==> src/rtl/control_unit_fft_iter_pipe.sv <==
// Pipelined read/write-back sequencer for the iterative in-place FFT core.
// Reads one butterfly per enabled cycle and drains each layer before starting the next.
module control_unit_fft_iter_pipe #(
  parameter int LAYERS      = 5,
  parameter int BUTTERFLYES = 16,
  parameter int LayWL       = 3,
  parameter int ButtWL      = 4,
  parameter int RD_LAT      = 1,
  parameter int BUT_LAT     = 2
) (
  input  logic              clk_i,
  input  logic              rst_i,
  input  logic              en_i,
  input  logic              start_i,
  input  logic              abort_i,
  input  logic [LayWL-1:0]  lay_num_i,
  output logic              rd_en_o,
  output logic [ButtWL-1:0] rd_but_o,
  output logic [LayWL-1:0]  rd_lay_o,
  output logic              first_o,
  output logic              wr_en_o,
  output logic [ButtWL-1:0] wr_but_o,
  output logic [LayWL-1:0]  wr_lay_o,
  output logic              lay_en_o,
  output logic              busy_o,
  output logic              done_o
);

  localparam int PIPE  = RD_LAT + BUT_LAT;
  localparam int CntWL = (PIPE > 1) ? $clog2(PIPE) : 1;
  localparam logic [ButtWL-1:0] LastBut   = ButtWL'(BUTTERFLYES - 1);
  localparam logic [LayWL-1:0]  MaxLay    = LayWL'(LAYERS);
  localparam logic [CntWL-1:0]  LastDrain = CntWL'(PIPE - 1);

  typedef enum logic [1:0] {IDLE, ISSUE, DRAIN} state_t;

  state_t            state_q;
  logic              rdEn_q;
  logic [ButtWL-1:0] rdBut_q;
  logic [LayWL-1:0]  rdLay_q;
  logic [LayWL-1:0]  nl_q;
  logic [LayWL-1:0]  nl_d;
  logic [CntWL-1:0]  drainCnt_q;
  logic              done_q;
  logic              pipeVld_q [PIPE];
  logic [ButtWL-1:0] pipeBut_q [PIPE];
  logic [LayWL-1:0]  pipeLay_q [PIPE];

  // A zero or out-of-range depth request falls back to the full transform.
  always_comb begin
    nl_d = lay_num_i;
    if (lay_num_i == '0 || lay_num_i > MaxLay) nl_d = MaxLay;
  end

  always_ff @(posedge clk_i) begin
    if (rst_i) begin
      state_q    <= IDLE;
      rdEn_q     <= 1'b0;
      rdBut_q    <= '0;
      rdLay_q    <= '0;
      nl_q       <= MaxLay;
      drainCnt_q <= '0;
      done_q     <= 1'b0;
      for (int i = 0; i < PIPE; i++) begin
        pipeVld_q[i] <= 1'b0;
        pipeBut_q[i] <= '0;
        pipeLay_q[i] <= '0;
      end
    end else if (abort_i) begin
      state_q    <= IDLE;
      rdEn_q     <= 1'b0;
      drainCnt_q <= '0;
      done_q     <= 1'b0;
      for (int i = 0; i < PIPE; i++) begin
        pipeVld_q[i] <= 1'b0;
        pipeBut_q[i] <= '0;
        pipeLay_q[i] <= '0;
      end
    end else if (en_i) begin
      pipeVld_q[0] <= rdEn_q;
      pipeBut_q[0] <= rdBut_q;
      pipeLay_q[0] <= rdLay_q;
      for (int i = 1; i < PIPE; i++) begin
        pipeVld_q[i] <= pipeVld_q[i-1];
        pipeBut_q[i] <= pipeBut_q[i-1];
        pipeLay_q[i] <= pipeLay_q[i-1];
      end
      done_q <= 1'b0;
      case (state_q)
        IDLE: begin
          if (start_i) begin
            nl_q       <= nl_d;
            rdBut_q    <= '0;
            rdLay_q    <= '0;
            drainCnt_q <= '0;
            rdEn_q     <= 1'b1;
            state_q    <= ISSUE;
          end
        end
        ISSUE: begin
          if (rdBut_q == LastBut) begin
            rdEn_q     <= 1'b0;
            drainCnt_q <= '0;
            state_q    <= DRAIN;
          end else begin
            rdBut_q <= rdBut_q + ButtWL'(1);
          end
        end
        // After PIPE drain cycles the last write of the layer is on the outputs.
        DRAIN: begin
          if (drainCnt_q == LastDrain) begin
            drainCnt_q <= '0;
            if (rdLay_q < nl_q - LayWL'(1)) begin
              rdLay_q <= rdLay_q + LayWL'(1);
              rdBut_q <= '0;
              rdEn_q  <= 1'b1;
              state_q <= ISSUE;
            end else begin
              state_q <= IDLE;
              done_q  <= 1'b1;
            end
          end else begin
            drainCnt_q <= drainCnt_q + CntWL'(1);
          end
        end
        default: state_q <= IDLE;
      endcase
    end
  end

  assign rd_en_o  = rdEn_q & en_i;
  assign rd_but_o = rdBut_q;
  assign rd_lay_o = rdLay_q;
  assign first_o  = rd_en_o && (rdLay_q == '0);
  assign wr_en_o  = pipeVld_q[PIPE-1] & en_i;
  assign wr_but_o = pipeBut_q[PIPE-1];
  assign wr_lay_o = pipeLay_q[PIPE-1];
  assign lay_en_o = wr_en_o && (wr_but_o == LastBut);
  assign busy_o   = (state_q != IDLE);
  assign done_o   = done_q & en_i;

endmodule

==> config.mk <==
export PLATFORM = sky130hd
export DESIGN_NAME = control_unit_fft_iter_pipe
export DESIGN_NICKNAME = d
export VERILOG_FILES = /design/src/rtl/control_unit_fft_iter_pipe.sv
export SDC_FILE = /design/constraint.sdc
export NUM_CORES = 1
export LEC_CHECK = 0
export BUFFER_PORTS_ARGS = -buffer_cell sky130_fd_sc_hd__buf_2
export CAP_MARGIN = 40
export CORE_ASPECT_RATIO = 0.6
export CORE_MARGIN = 5
export CORE_UTILIZATION = 60
export CTS_BUF_LIST = sky130_fd_sc_hd__clkbuf_16
export DETAILED_ROUTE_END_ITERATION = 12
export PLACE_DENSITY = 0.83
export RECOVER_POWER = 100
export SYNTH_ARGS = -nofsm -noshare
export SYNTH_HDL_FRONTEND = slang
export SYNTH_SLANG_ARGS = --single-unit
==> constraint.sdc <==
create_clock -name clk_i -period 3.5 [get_ports clk_i]
set_input_delay 0.525 -clock clk_i [delete_from_list [all_inputs] [get_ports clk_i]]
set_output_delay 0.525 -clock clk_i [all_outputs]
set_load 0.01 [all_outputs]
==> metrics.md, run 1 <==
| Metric | Value |
|---|---|
| Outcome | `complete, no violations` |
| Endpoint required time on the critical path | `between 2000 and 3000 ps` |
| Die outline area | `0.004551 mm2` |
| RSZ-0062 raised after global routing | `no` |
| Clock tree skew after final layout | `between 5 and 6 ps` |
| Clock tree root driver cell | `sky130_fd_sc_hd__clkbuf_16` |
| Post-DP HPWL | `between 2000 and 3000 um` |
| Slowest cell delay on critical path | `730 ps` |
| Worst setup slack after layout | `1010 ps` |
| Area of the multi-input gates | `780.7 um2` |
| Post-layout net count | `223` |
| Net count of the mapped netlist | `203` |
| Global-route wire length before repair | `6610 um` |
| Number of antenna violations at the first check in global routing | `0` |
| Netlist area before placement | `a little under 0.002 mm2` |
| Arr. time, crit path | `1970 ps` |
| Comb power frac | `6.0%` |
| Most used cell along the critical path | `sky130_fd_sc_hd__clkbuf_1` |
| Sequential cell fraction of total power | `51.7%` |
| Total vias in the final route | `1500` |
| Share of post-route cells with drive strength above 1 | `8.095%` |
| Worst-Margin Slew | `1342 ps` |
| Effective utilization at floorplan | `61.25%` |
| Post-Route Setup TNS | `0 ps` |
| Cell depth of the worst flop-to-flop path | `4` |
| Number of global-route vias before repair | `1412` |
| Crit path launch type | `primary input` |
| Reg-to-reg endpoint | `rd_but_o[2]` |
| Sequential share of the synthesized area | `53.06%` |
| Post-CTS setup buffers | `0` |
| Worst flop-to-flop path startpoint | `state_q[1]` |
| Synthesized netlist cell count | `189` |
| Maximum achievable frequency | `401.6 MHz` |
| Hold violation total from the final report | `0` |
| CTS buffer count | `5` |
| Number of flops mapped to enable cells by yosys | `24` |
| Sequential Area | `0.001041 mm2` |
| Number of buffers added to fix hold violations after cts | `0` |
| DR pass1 iterations | `4` |
| Worst hold endpoint | `done_q` |
| Worst Min Path Start | `done_q` |
| Resized Gates After CTS | `0` |
| Horiz. Die Dim | `approximately 84 um` |
| Type of the tightest min-delay check | `register to register` |
| FFs w/ async S/R, synth | `0%` |
| Internal power | `789.3 uW` |
| Rel. slew slack | `9.147%` |
| TritonCTS clock tree | `yes` |
| Number of I/O port buffers | `27` |
| Routed vias/inst | `roughly 6` |
| Clock insertion delay at the later pin of the skew report | `~280 ps` |
| Type of destination of the critical path | `output port` |
| DP Worst Slack | `1313 ps` |
| RD Place Congestion | `0.8891` |
| Synthesis warning total | `0` |
| Final number of setup-violating endpoints | `0` |
| Largest net degree at the start of global routing | `32` |
| Post-Syn Area per Cell | `just over 10 um2` |
| Antenna violation net count after detailed routing | `0` |
| Final max-slew violation count | `0` |
| Classification of the worst setup path | `primary input to output port` |
| GRT Util Overall | `19.26%` |
| Ports | `28` |
| Antenna diode instance count | `0` |
| Worst Hold Depth | `2` |
| Slowest cell on the critical path | `sky130_fd_sc_hd__clkbuf_1` |
| Net switching power figure | `215.9 uW` |
| Area overhead of the layout relative to synthesis | `11.54%` |
| Switching share of power | `21.48%` |
| Final period utilization | `71.14%` |
| Total of flip-flops plus latches after synthesis | `40` |
| CTS clk-pin slew, worst paths | `60 ps` |
| Remaining routing DRC violations | `0` |
| Highest fanout seen on the critical path | `31` |
| Number of H-tree levels | `2` |
| Sink count of the clock tree | `40` |
| Count of cell types in the netlist | `38` |
| # rows | `16` |
| Power per cell area | `459.3 mW/mm2` |
| Peak supply drop | `0.0003093 V` |
| Clock share of power | `a little over two fifths` |
| Core box area | `0.003203 mm2` |
| Maximum buffer depth of the clock tree | `2` |
| Number of max-capacitance violations reported | `0` |
| Cells along the critical path | `clkbuf_1 > and2_0 > and3b_1 > clkbuf_1` |
| Most common flop cell mapped by yosys | `sky130_fd_sc_hd__edfxtp_1` |
| Number of design-rule violations left by the first detailed-router iteration | `approximately 150` |
| Shortest clock period the worst path allows after layout | `2490 ps` |
| # fillers | `271` |
| Wire length per cell | `15.78 um` |
| Worst reg-to-reg setup slack | `1050 ps` |
| Height of the die | `54.30 um` |
| Total detailed-routing wirelength | `roughly 4000 um` |
| Static leakage | `0.0009100 uW` |
| Total global routing overflow | `0` |
[cells in the final DEF (no fill, tap or decap), drive strengths merged, types with 3 or more instances in the layout]
| cell | instances |
|---|---|
| a21oi | 11 |
| a31oi | 3 |
| and2 | 4 |
| and3 | 22 |
| buf | 8 |
| clkbuf | 26 |
| dfxtp | 16 |
| edfxtp | 24 |
| ha | 6 |
| inv | 12 |
| nand2 | 6 |
| nand2b | 3 |
| nand3 | 4 |
| nand3b | 3 |
| nor2 | 11 |
| nor3 | 3 |
| o21ai | 12 |
| o31ai | 6 |
| or3 | 3 |
| or4 | 4 |
[synthesized netlist by cell type, types with 2 or more instances]
cell,n,area [um2]
sky130_fd_sc_hd__and2_1,4,25.02
sky130_fd_sc_hd__ha_1,6,75.07
sky130_fd_sc_hd__nand3_1,4,20.02
sky130_fd_sc_hd__xnor2_1,2,17.52
sky130_fd_sc_hd__nor2_1,11,41.29
sky130_fd_sc_hd__inv_1,11,41.29
sky130_fd_sc_hd__a31oi_1,3,18.77
sky130_fd_sc_hd__or4_1,4,30.03
sky130_fd_sc_hd__nor3_1,3,15.01
sky130_fd_sc_hd__clkbuf_1,7,26.28
sky130_fd_sc_hd__and3_1,22,137.6
sky130_fd_sc_hd__and3b_1,2,17.52
sky130_fd_sc_hd__nand2_1,6,22.52
sky130_fd_sc_hd__nand2b_1,3,18.77
sky130_fd_sc_hd__buf_4,8,60.06
sky130_fd_sc_hd__o31ai_1,6,45.04
sky130_fd_sc_hd__nor2b_1,2,12.51
sky130_fd_sc_hd__dfxtp_1,16,320.3
sky130_fd_sc_hd__mux2i_1,2,20.02
sky130_fd_sc_hd__nand3b_1,3,22.52
sky130_fd_sc_hd__a21oi_1,11,55.05
sky130_fd_sc_hd__o21ai_0,12,60.06
sky130_fd_sc_hd__or3_1,3,18.77
sky130_fd_sc_hd__edfxtp_1,24,720.7
[layout make-up]
type	count	share of cell area, %
sequential	40	47.57
multi-input combinational	122	35.68
timing repair buffer	29	5.889
clock buffer	5	5.718
tap	45	2.573
inverter	11	1.887
clock inverter	3	0.6861
[flip-flops by register name (all words and copies together), names as in the netlist]
| signal | flops |
|---|---|
| rdEn_q | 1 |
| pipeVld_q | 3 |
| rd_but_o | 4 |
| pipeLay_q | 9 |
| done_q | 1 |
| drainCnt_q | 2 |
| rd_lay_o | 3 |
| state_q | 2 |
| pipeBut_q | 12 |
| nl_q | 3 |
[cell families (layout without fill, tap and decap cells)]
family          count (synthesis)  in the layout  synth area share (%)
compound gates                 37             37                 11.54
xor+xnor                        2              2                0.8930
fa+ha+maj                       6              6                 3.826
buf+inv                        27             48                 6.760
flops                          40             40                 53.06
mux                             3              3                 1.594
simple gates                   74             74                 22.32
[worst max path at each step]
stage                from               to  slack, ps
3_3_place_gp         en_i  pipeBut_q[0][4]       1330
4_1_cts           nl_q[0]      rd_but_o[2]       1310
2_1_floorplan       rst_i  pipeBut_q[0][0]       1500
5_1_grt        state_q[1]      rd_lay_o[1]        800
6_report             en_i          first_o       1010
3_5_place_dp      nl_q[0]      rd_but_o[0]       1310
[power by group through the flow]
stage                     Sequential [uW]  Combinational [uW]  Clock, uW
after floorplan                       525                46.1          0
after global placement                528                57.5          0
after detailed placement              529                61.6          0
after CTS                             519                62.0        432
after global routing                  521                66.1        456
final                                 519                60.0        426
[per-stage QoR]
step | power, uW | hold slack (ps) | util, % | area (um2) | std cells
2_1_floorplan | 571.2 | 427.3 | - | 1962 | 189
3_3_place_gp | 585.5 | 464.1 | 64.61 | 2069 | 246
3_5_place_dp | 590.3 | 457.6 | 65.08 | 2085 | 247
4_1_cts | 1013 | 466.9 | 69.45 | 2225 | 255
5_1_grt | 1043 | 501.1 | 68.32 | 2188 | 255
6_report | 1005 | 466.3 | 68.32 | 2188 | 255
[routing by layer]
layer	global-route usage (%)	share of wire, %
met2	30.21	45
met1	24.52	41
met4	10.70	1.9
met3	5.865	12
met5	0	0
[worst max-delay path, delay by kind of cell]
family,cells,cell delay [ps]
buf+inv,2,900
simple gates,2,540
No activity file was read; power rests on OpenSTA's default activity.
==> inputs of run 2 (changes only) <==
--- a/config.mk
+++ b/config.mk
@@ -5,14 +5,15 @@
 export SDC_FILE = /design/constraint.sdc
 export NUM_CORES = 1
 export LEC_CHECK = 0
+export ABC_AREA = 1
 export BUFFER_PORTS_ARGS = -buffer_cell sky130_fd_sc_hd__buf_2
 export CAP_MARGIN = 40
 export CORE_ASPECT_RATIO = 0.6
 export CORE_MARGIN = 5
-export CORE_UTILIZATION = 60
+export CORE_UTILIZATION = 51
 export CTS_BUF_LIST = sky130_fd_sc_hd__clkbuf_16
 export DETAILED_ROUTE_END_ITERATION = 12
-export PLACE_DENSITY = 0.83
+export PLACE_DENSITY = 0.75
 export RECOVER_POWER = 100
 export SYNTH_ARGS = -nofsm -noshare
 export SYNTH_HDL_FRONTEND = slang
==> constraint.sdc (replaced) <==
create_clock -name clk_i -period 2 [get_ports clk_i]
set_input_delay 0.3 -clock clk_i [delete_from_list [all_inputs] [get_ports clk_i]]
set_output_delay 0.3 -clock clk_i [all_outputs]
set_load 0.01 [all_outputs]
==> run 2 against run 1 <==
First-iteration DRC count decreased by 51%; cell area increased by 2.4%; via count shrank 0.80%; sequential share of layout area fell by 1.1 points; worst hold slack worse by 180 ps; largest cell class unchanged; combinational power rose by 150%.
==> metrics.md, run 2 <==
| Metric | Value |
|---|---|
| GRT Util Overall | `14.30% (-5.0 points)` |
| Hold violation total from the final report | `0 (unchanged)` |
| CP delay by family, top | `simple AND/OR/NAND/NOR gates` |
| Static leakage | `0.0009286 uW (+2.0%)` |
| Maximum achievable frequency | `544.1 MHz` |
| Outcome | `complete, no violations` |
| Type of the tightest min-delay check | `primary input to register` |
| Number of antenna violations at the first check in global routing | `0 (unchanged)` |
| Ports | `28 (unchanged)` |
| Wire length per cell | `11.49 um (-27%)` |
| Final period utilization | `91.90%` |
| Final Non-Filler Cells | `310 (+22%)` |
| Largest Register | `pipeBut_q` |
| Sequential share of the synthesized area | `53.33% (+0.27 points)` |
| Total global routing overflow | `0 (unchanged)` |
| # rows | `17 (+1)` |
| Arr. time, crit path | `2010 ps (+40 ps)` |
| Total detailed-routing wirelength | `3562 um (-11%)` |
| Number of max-capacitance violations reported | `0 (unchanged)` |
| Highest fanout seen on the critical path | `6 (-81%)` |
| Shortest clock period the worst path allows after layout | `1838 ps` |
| Antenna violation net count after detailed routing | `0 (unchanged)` |
| Number of H-tree levels | `2 (unchanged)` |
| Classification of the worst setup path | `register to register` |
| Most common library cells after synthesis | `46 x sky130_fd_sc_hd__nor2_1, 40 x sky130_fd_sc_hd__nand2_1, 35 x sky130_fd_sc_hd__inv_1, 24 x sky130_fd_sc_hd__edfxtp_1, 16 x sky130_fd_sc_hd__dfxtp_1` |
| Core box area | `0.003680 mm2 (+15%)` |
| Clock tree skew after final layout | `6.939 ps (+1.738 ps)` |
| Routed vias/inst | `4.800 (-18%)` |
| Post-Syn Area per Cell | `8.413 um2 (-19%)` |
| Most used cells in the layout excluding fill and tap cells | `48 x sky130_fd_sc_hd__nor2_1, 38 x sky130_fd_sc_hd__inv_1, 36 x sky130_fd_sc_hd__nand2_1, 24 x sky130_fd_sc_hd__clkbuf_1, 24 x sky130_fd_sc_hd__edfxtp_1` |
| Cell with the most instances after synthesis | `sky130_fd_sc_hd__nor2_1` |
| Clock insertion delay at the later pin of the skew report | `280 ps (about the same)` |
| TritonCTS clock tree | `yes` |
| Post-layout net count | `276 (+24%)` |
| Final max-slew violation count | `0 (unchanged)` |
| RD Place Congestion | `0.8800 (-1.0%)` |
| Post-layout util | `60.90% (-7.4 points)` |
| Clock tree root driver cell | `sky130_fd_sc_hd__clkbuf_16` |
| Number of global-route vias before repair | `1293 (-8.4%)` |
| Sequential Area | `0.001042 mm2 (+0.12%)` |
| Total of flip-flops plus latches after synthesis | `40 (unchanged)` |
| Inst Count DP | `301 (+22%)` |
| Fraction of synthesized area in multiplexers | `0% (-1.6 points)` |
| Remaining routing DRC violations | `0 (unchanged)` |
| Worst-Margin Slew | `625.7 ps (-715.9 ps)` |
| Worst setup slack after layout | `162.0 ps (-847.9 ps)` |
| Sequential cell fraction of total power | `50.5% (-1.2 points)` |
| Combinational family with the most area after synthesis | `simple AND/OR/NAND/NOR gates` |
| Maximum buffer depth of the clock tree | `2 (unchanged)` |
| Synthesized netlist cell count | `232 (+23%)` |
| Number of design-rule violations left by the first detailed-router iteration | `73 (-51%)` |
| Endpoint required time on the critical path | `2170 ps (-800 ps)` |
| Sink count of the clock tree | `40 (unchanged)` |
| Peak supply drop | `0.0004809 V (+55%)` |
| Area overhead of the layout relative to synthesis | `14.81%` |
| Internal power | `1405 uW (+78%)` |
| Placement Cell Area | `0.002116 mm2 (+1.5%)` |
| Adder and majority gate portion of the synthesized area | `3.846% (+0.020 points)` |
| Total vias in the final route | `1488 (-0.80%)` |
| Global-route wire length before repair | `5947 um (-10%)` |
| # fillers | `335 (+24%)` |
| Number of buffers added to fix hold violations after cts | `0 (unchanged)` |
| Share of post-route cells with drive strength above 1 | `12.55% (+4.5 points)` |
| Most used cell along the critical path | `sky130_fd_sc_hd__nand2_2` |
| Net count of the mapped netlist | `246 (+21%)` |
| Compound-cell area share of the yosys netlist | `6.923% (-4.6 points)` |
| Most area-consuming cells after synthesis | `sky130_fd_sc_hd__edfxtp_1 37%, sky130_fd_sc_hd__dfxtp_1 16%, sky130_fd_sc_hd__nor2_1 8.8%` |
| Xor-xnor portion of the synthesized cell area | `1.346% (+0.45 points)` |
| Power per cell area | `812.3 mW/mm2 (+77%)` |
| Design Area, Final | `0.002241 mm2 (+2.4%)` |
| Netlist area before placement | `0.001952 mm2 (-0.51%)` |
| Comb power frac | `8.1% (+2.1 points)` |
| Rel. slew slack | `58.29% (+49 points)` |
| Largest net degree at the start of global routing | `21 (-34%)` |
| Library cell with the largest summed area after synthesis | `sky130_fd_sc_hd__edfxtp_1` |
| Synthesis warning total | `0 (unchanged)` |
| Number of flops mapped to enable cells by yosys | `24 (unchanged)` |
| Final number of setup-violating endpoints | `0 (unchanged)` |
| Slowest cell delay on critical path | `320 ps (-410 ps)` |
| Net switching power figure | `415.4 uW (+92%)` |
| Post-DP HPWL | `2562 um (-11%)` |
| FFs w/ async S/R, synth | `0% (unchanged)` |
| Effective utilization at floorplan | `53.04% (-8.2 points)` |
| Area of the multi-input gates | `711.9 um2 (-8.8%)` |
| Crit path launch type | `register` |
| Number of I/O port buffers | `27 (unchanged)` |
| Number of buffers and inverters on the critical path | `1 (-1)` |
| Post-synth top area share | `36.92% (+0.19 points)` |
| Cells along the critical path | `inv_2 > ha_2 > xnor2_1 > ha_1 > a21oi_2 > nand2_2 > nand2_2 > nand2_2 > nor2_4 > nand2_1 > nand2_1 > nor2_1` |
| Height of the die | `57.92 um (+6.7%)` |
| CTS buffer count | `5 (unchanged)` |
| CTS clk-pin slew, worst paths | `60 ps (about the same)` |
| Horiz. Die Dim | `89.87 um (+7.2%)` |
| Type of destination of the critical path | `register` |
| Most common flop cell mapped by yosys | `sky130_fd_sc_hd__edfxtp_1` |
| Clock share of power | `41.4% (-1.0 points)` |
| DR pass1 iterations | `4 (unchanged)` |
| Post-synthesis simple-gate area fraction | `23.59% (+1.3 points)` |
| DP Worst Slack | `143.7 ps (-1169 ps)` |
| Slowest cell on the critical path | `sky130_fd_sc_hd__dfxtp_2` |
| Count of cell types in the netlist | `25 (-34%)` |
| Die outline area | `0.005205 mm2 (+14%)` |
| Number of flip-flops in the largest register | `12 (unchanged)` |
| Commonest non-fill, non-tap cell in the layout | `sky130_fd_sc_hd__nor2_1` |
| Tightest hold margin | `290.4 ps (-176.0 ps)` |
| Switching share of power | `22.82% (+1.3 points)` |
| Antenna diode instance count | `0 (unchanged)` |
==> run 2: cell types whose count changed after synthesis, sizes merged, moves of 6 or more <==
cell / delta
o31ai: -6
nor2: +39
nand3: +9
inv: +30
nand2: +37
and3: -22
==> run 2: metrics by stage <==
| step | total power, uW | TNS, ps |
|---|---|---|
| global placement | 1080 | 0 |
| global route | 1907 | -9.349 |
| CTS | 1836 | 0 |
| floorplan | 1037 | 0 |
| detailed placement | 1084 | 0 |
| finish | 1820 | 0 |
==> run 2: logic make-up after synthesis <==
family / after synthesis
compound gates: 24
simple gates: 109
xor+xnor: 3
buf+inv: 50
flops: 40
fa+ha+maj: 6
==> run 2: routing by layer <==
layer	part of all wire (%)	up-vias	GRT usage, %
met2	39	41	19.17
met4	0.70	0	4.459
met5	0	-	0
li1	-	783	-
met3	7.0	3	4.669
met1	53	661	21.58
==> run 2: layout make-up <==
type / instances / share of cell area, %
Clock buffer: 5 / 5.583
Clock inverter: 3 / 0.7259
Inverter: 41 / 6.868
Multi-Input combinational cell: 142 / 31.77
Sequential cell: 40 / 46.51
Tap cell: 47 / 2.624
Timing Repair Buffer: 32 / 5.918
==> run 2: path summary, 6_finish.rpt <==
kind / endpoint / from / cells past startpoint / slack [ps]
worst max-delay path: rd_but_o[3] / nl_q[0] / 12 / 160
worst min-delay path: nl_q[2] / lay_num_i[2] / 3 / 290
worst max register to register: rd_but_o[3] / nl_q[0] / 12 / 160
worst min register to register: rdEn_q / rdEn_q / 2 / 470
==> run 2: worst min-delay path, cell delays in order <==
cell	delay, ps
sky130_fd_sc_hd__buf_2	110
sky130_fd_sc_hd__o21ai_1	70
sky130_fd_sc_hd__nand3_1	60
==> run 2: power groups by stage <==
stage	Clock, uW	Sequential [uW]	Combinational (uW)
CTS	768	918	150
floorplan	0	934	103
detailed placement	0	935	149
finish	753	919	148
global placement	0	934	146
global route	814	921	171
==> run 2: timing repair <==
item	in CTS	in global routing
setup endpoints to repair	0	5
buffers inserted	0	1
gates resized for setup	0	8
endpoints found under the hold margin	0	0
==> inputs of run 3 (changes only) <==
--- a/config.mk
+++ b/config.mk
@@ -10,10 +10,10 @@
 export CAP_MARGIN = 40
 export CORE_ASPECT_RATIO = 0.6
 export CORE_MARGIN = 5
-export CORE_UTILIZATION = 51
+export CORE_UTILIZATION = 56
 export CTS_BUF_LIST = sky130_fd_sc_hd__clkbuf_16
 export DETAILED_ROUTE_END_ITERATION = 12
-export PLACE_DENSITY = 0.75
+export PLACE_DENSITY = 0.78
 export RECOVER_POWER = 100
 export SYNTH_ARGS = -nofsm -noshare
 export SYNTH_HDL_FRONTEND = slang
==> constraint.sdc (replaced) <==
create_clock -name clk_i -period 2.1 [get_ports clk_i]
set_input_delay 0.315 -clock clk_i [delete_from_list [all_inputs] [get_ports clk_i]]
set_output_delay 0.315 -clock clk_i [all_outputs]
set_load 0.01 [all_outputs]
==> run 3 against run 2 <==
Non-clock buffer count down 1; clock power up 13%; critical path type unchanged; sequential power down 4.9%; critical endpoint unchanged; clock skew down 4.8 ps; highest routed layer unchanged.
==> metrics.md, run 3 (same netlist as run 2, synthesis figures left out) <==
| Metric | Value |
|---|---|
| Endpoint required time on the critical path | `2280 ps (+110 ps)` |
| Type of destination of the critical path | `register` |
| Ports | `28 (unchanged)` |
| Post-Route Setup TNS | `0 ps (unchanged)` |
| Share of post-route cells with drive strength above 1 | `9.160% (-3.4 points)` |
| Crit path launch type | `register` |
| Highest signal layer in the routed design | `met4` |
| Wire length per cell | `11.72 um (+2.0%)` |
| Final period utilization | `89.40% (-2.5 points)` |
| Shortest clock period the worst path allows after layout | `1877 ps (+39.47 ps)` |
| Metal1 wirelength | `1818 um (-3.6%)` |
| CTS clk-pin slew, worst paths | `60 ps (about the same)` |
| Area of the multi-input gates | `691.9 um2 (-2.8%)` |
| Peak supply drop | `0.0005353 V (+11%)` |
| Static leakage | `0.0009406 uW (+1.3%)` |
| Number of antenna violations at the first check in global routing | `0 (unchanged)` |
| Horiz. Die Dim | `86.22 um (-4.1%)` |
| Post-DP HPWL | `2709 um (+5.7%)` |
| TritonCTS clock tree | `yes` |
| Final max-slew violation count | `0 (unchanged)` |
| Total detailed-routing wirelength | `3599 um (+1.0%)` |
| Clock tree root driver cell | `sky130_fd_sc_hd__clkbuf_16` |
| Height of the die | `55.73 um (-3.8%)` |
| DR pass1 iterations | `4 (unchanged)` |
| Number of flip-flops in the largest register | `12 (unchanged)` |
| Core box area | `0.003303 mm2 (-10%)` |
| Antenna violation net count after detailed routing | `0 (unchanged)` |
| Post-layout net count | `275 (-0.36%)` |
| Clock insertion delay at the later pin of the skew report | `280 ps (about the same)` |
| Total vias in the final route | `1511 (+1.5%)` |
| Classification of the worst setup path | `register to register` |
| CTS buffer count | `5 (unchanged)` |
| Type of the tightest min-delay check | `primary input to register` |
| Area overhead of the layout relative to synthesis | `14.55%` |
| Hold violation total from the final report | `0 (unchanged)` |
| Number of I/O port buffers | `27 (unchanged)` |
| Effective utilization at floorplan | `59.09% (+6.0 points)` |
| Met3 layer wire length in the routed design | `288 um (+16%)` |
| GRT Util Overall | `16.49% (+2.2 points)` |
| Number of H-tree levels | `2 (unchanged)` |
| Final number of setup-violating endpoints | `0 (unchanged)` |
| Power per cell area | `831.0 mW/mm2 (+2.3%)` |
| Antenna diode instance count | `0 (unchanged)` |
| Number of global-route vias before repair | `1392 (+7.7%)` |
| Post-CTS setup buffers | `0 (unchanged)` |
| Sink count of the clock tree | `40 (unchanged)` |
| Routed vias/inst | `4.922 (+2.5%)` |
| Number of buffers added to fix hold violations after cts | `0 (unchanged)` |
| Tightest hold margin | `295.3 ps (+4.947 ps)` |
| Number of design-rule violations left by the first detailed-router iteration | `109 (+49%)` |
| Worst-Margin Slew | `592.4 ps (-33.24 ps)` |
| Sequential Area | `0.001041 mm2 (-0.12%)` |
| Number of max-capacitance violations reported | `0 (unchanged)` |
| Total global routing overflow | `0 (unchanged)` |
| Arr. time, crit path | `2060 ps (+50 ps)` |
| Outcome | `complete, no violations` |
| RD Place Congestion | `0.9003 (+2.3%)` |
| # rows | `16 (-1)` |
| Die outline area | `0.004805 mm2 (-7.7%)` |
| Highest fanout seen on the critical path | `6 (unchanged)` |
| Largest net degree at the start of global routing | `21 (unchanged)` |
| Rel. slew slack | `60.51% (+2.2 points)` |
| Resized Gates After CTS | `0 (unchanged)` |
| Most used cells in the layout excluding fill and tap cells | `48 x sky130_fd_sc_hd__nor2_1, 40 x sky130_fd_sc_hd__nand2_1, 37 x sky130_fd_sc_hd__inv_1, 24 x sky130_fd_sc_hd__clkbuf_1, 24 x sky130_fd_sc_hd__edfxtp_1` |
| Commonest non-fill, non-tap cell in the layout | `sky130_fd_sc_hd__nor2_1` |
| RSZ-0062 raised after global routing | `no` |
| Largest Register | `pipeBut_q` |
| Remaining routing DRC violations | `0 (unchanged)` |
| Maximum achievable frequency | `532.6 MHz (-2.1%)` |
| Global-route wire length before repair | `6175 um (+3.8%)` |
| # fillers | `294 (-12%)` |
| Clock tree skew after final layout | `2.127 ps (-4.812 ps)` |
| Met2 WL post-DR | `1441 um (+2.7%)` |
| Maximum buffer depth of the clock tree | `2 (unchanged)` |
run 3: power breakdown:
group	switching [uW]	internal, uW	total (uW)
Sequential	15.8	859	874
Combinational	92.4	42.7	135
Clock	291	558	848
Total	399	1460	1860
run 3: layout make-up:
type | count | area share (%)
inverters | 41 | 6.883
clock inverters | 3 | 1.903
repair buffers | 31 | 5.596
well taps | 45 | 2.518
clock buffers | 5 | 5.596
flip-flops and latches | 40 | 46.56
multi-input cells | 142 | 30.95
run 3: per-layer routing:
metal,global-route usage [%],up-vias
met4,7.778,0
li1,-,781
met1,23.51,666
met3,4.734,6
met2,22.83,58
met5,0,-
run 3: metrics by stage:
step | utilization [%] | worst slack [ps] | area, um2 | cells | total power, uW
after floorplan | - | 418.7 | 1952 | 232 | 987.8
after global placement | 63.98 | 350.8 | 2113 | 299 | 1027
after detailed placement | 63.98 | 262.1 | 2113 | 299 | 1031
after CTS | 69.05 | 249.2 | 2281 | 307 | 1874
after global routing | 67.69 | 92.36 | 2236 | 307 | 1928
final | 67.69 | 222.6 | 2236 | 307 | 1858
run 3: path summary, 6_finish.rpt:
check / cells past startpoint / slack, ps / from / endpoint
max: 12 / 220 / nl_q[0] / rd_but_o[3]
min: 2 / 300 / rst_i / rd_lay_o[1]
max reg2reg: 12 / 220 / nl_q[0] / rd_but_o[3]
min reg2reg: 2 / 480 / nl_q[1] / nl_q[1]
run 3: critical path: stages, from the launching register on:
cell and delay [ps]:
sky130_fd_sc_hd__dfxtp_1 300, sky130_fd_sc_hd__inv_1 60, sky130_fd_sc_hd__ha_1 200, sky130_fd_sc_hd__xnor2_1 120, sky130_fd_sc_hd__ha_1 290, sky130_fd_sc_hd__a21oi_1 170
sky130_fd_sc_hd__nand2_1 130, sky130_fd_sc_hd__nand2_1 80, sky130_fd_sc_hd__nand2_1 80, sky130_fd_sc_hd__nor2_4 150, sky130_fd_sc_hd__nand2_1 80, sky130_fd_sc_hd__nand2_1 60
sky130_fd_sc_hd__nor2_1 30
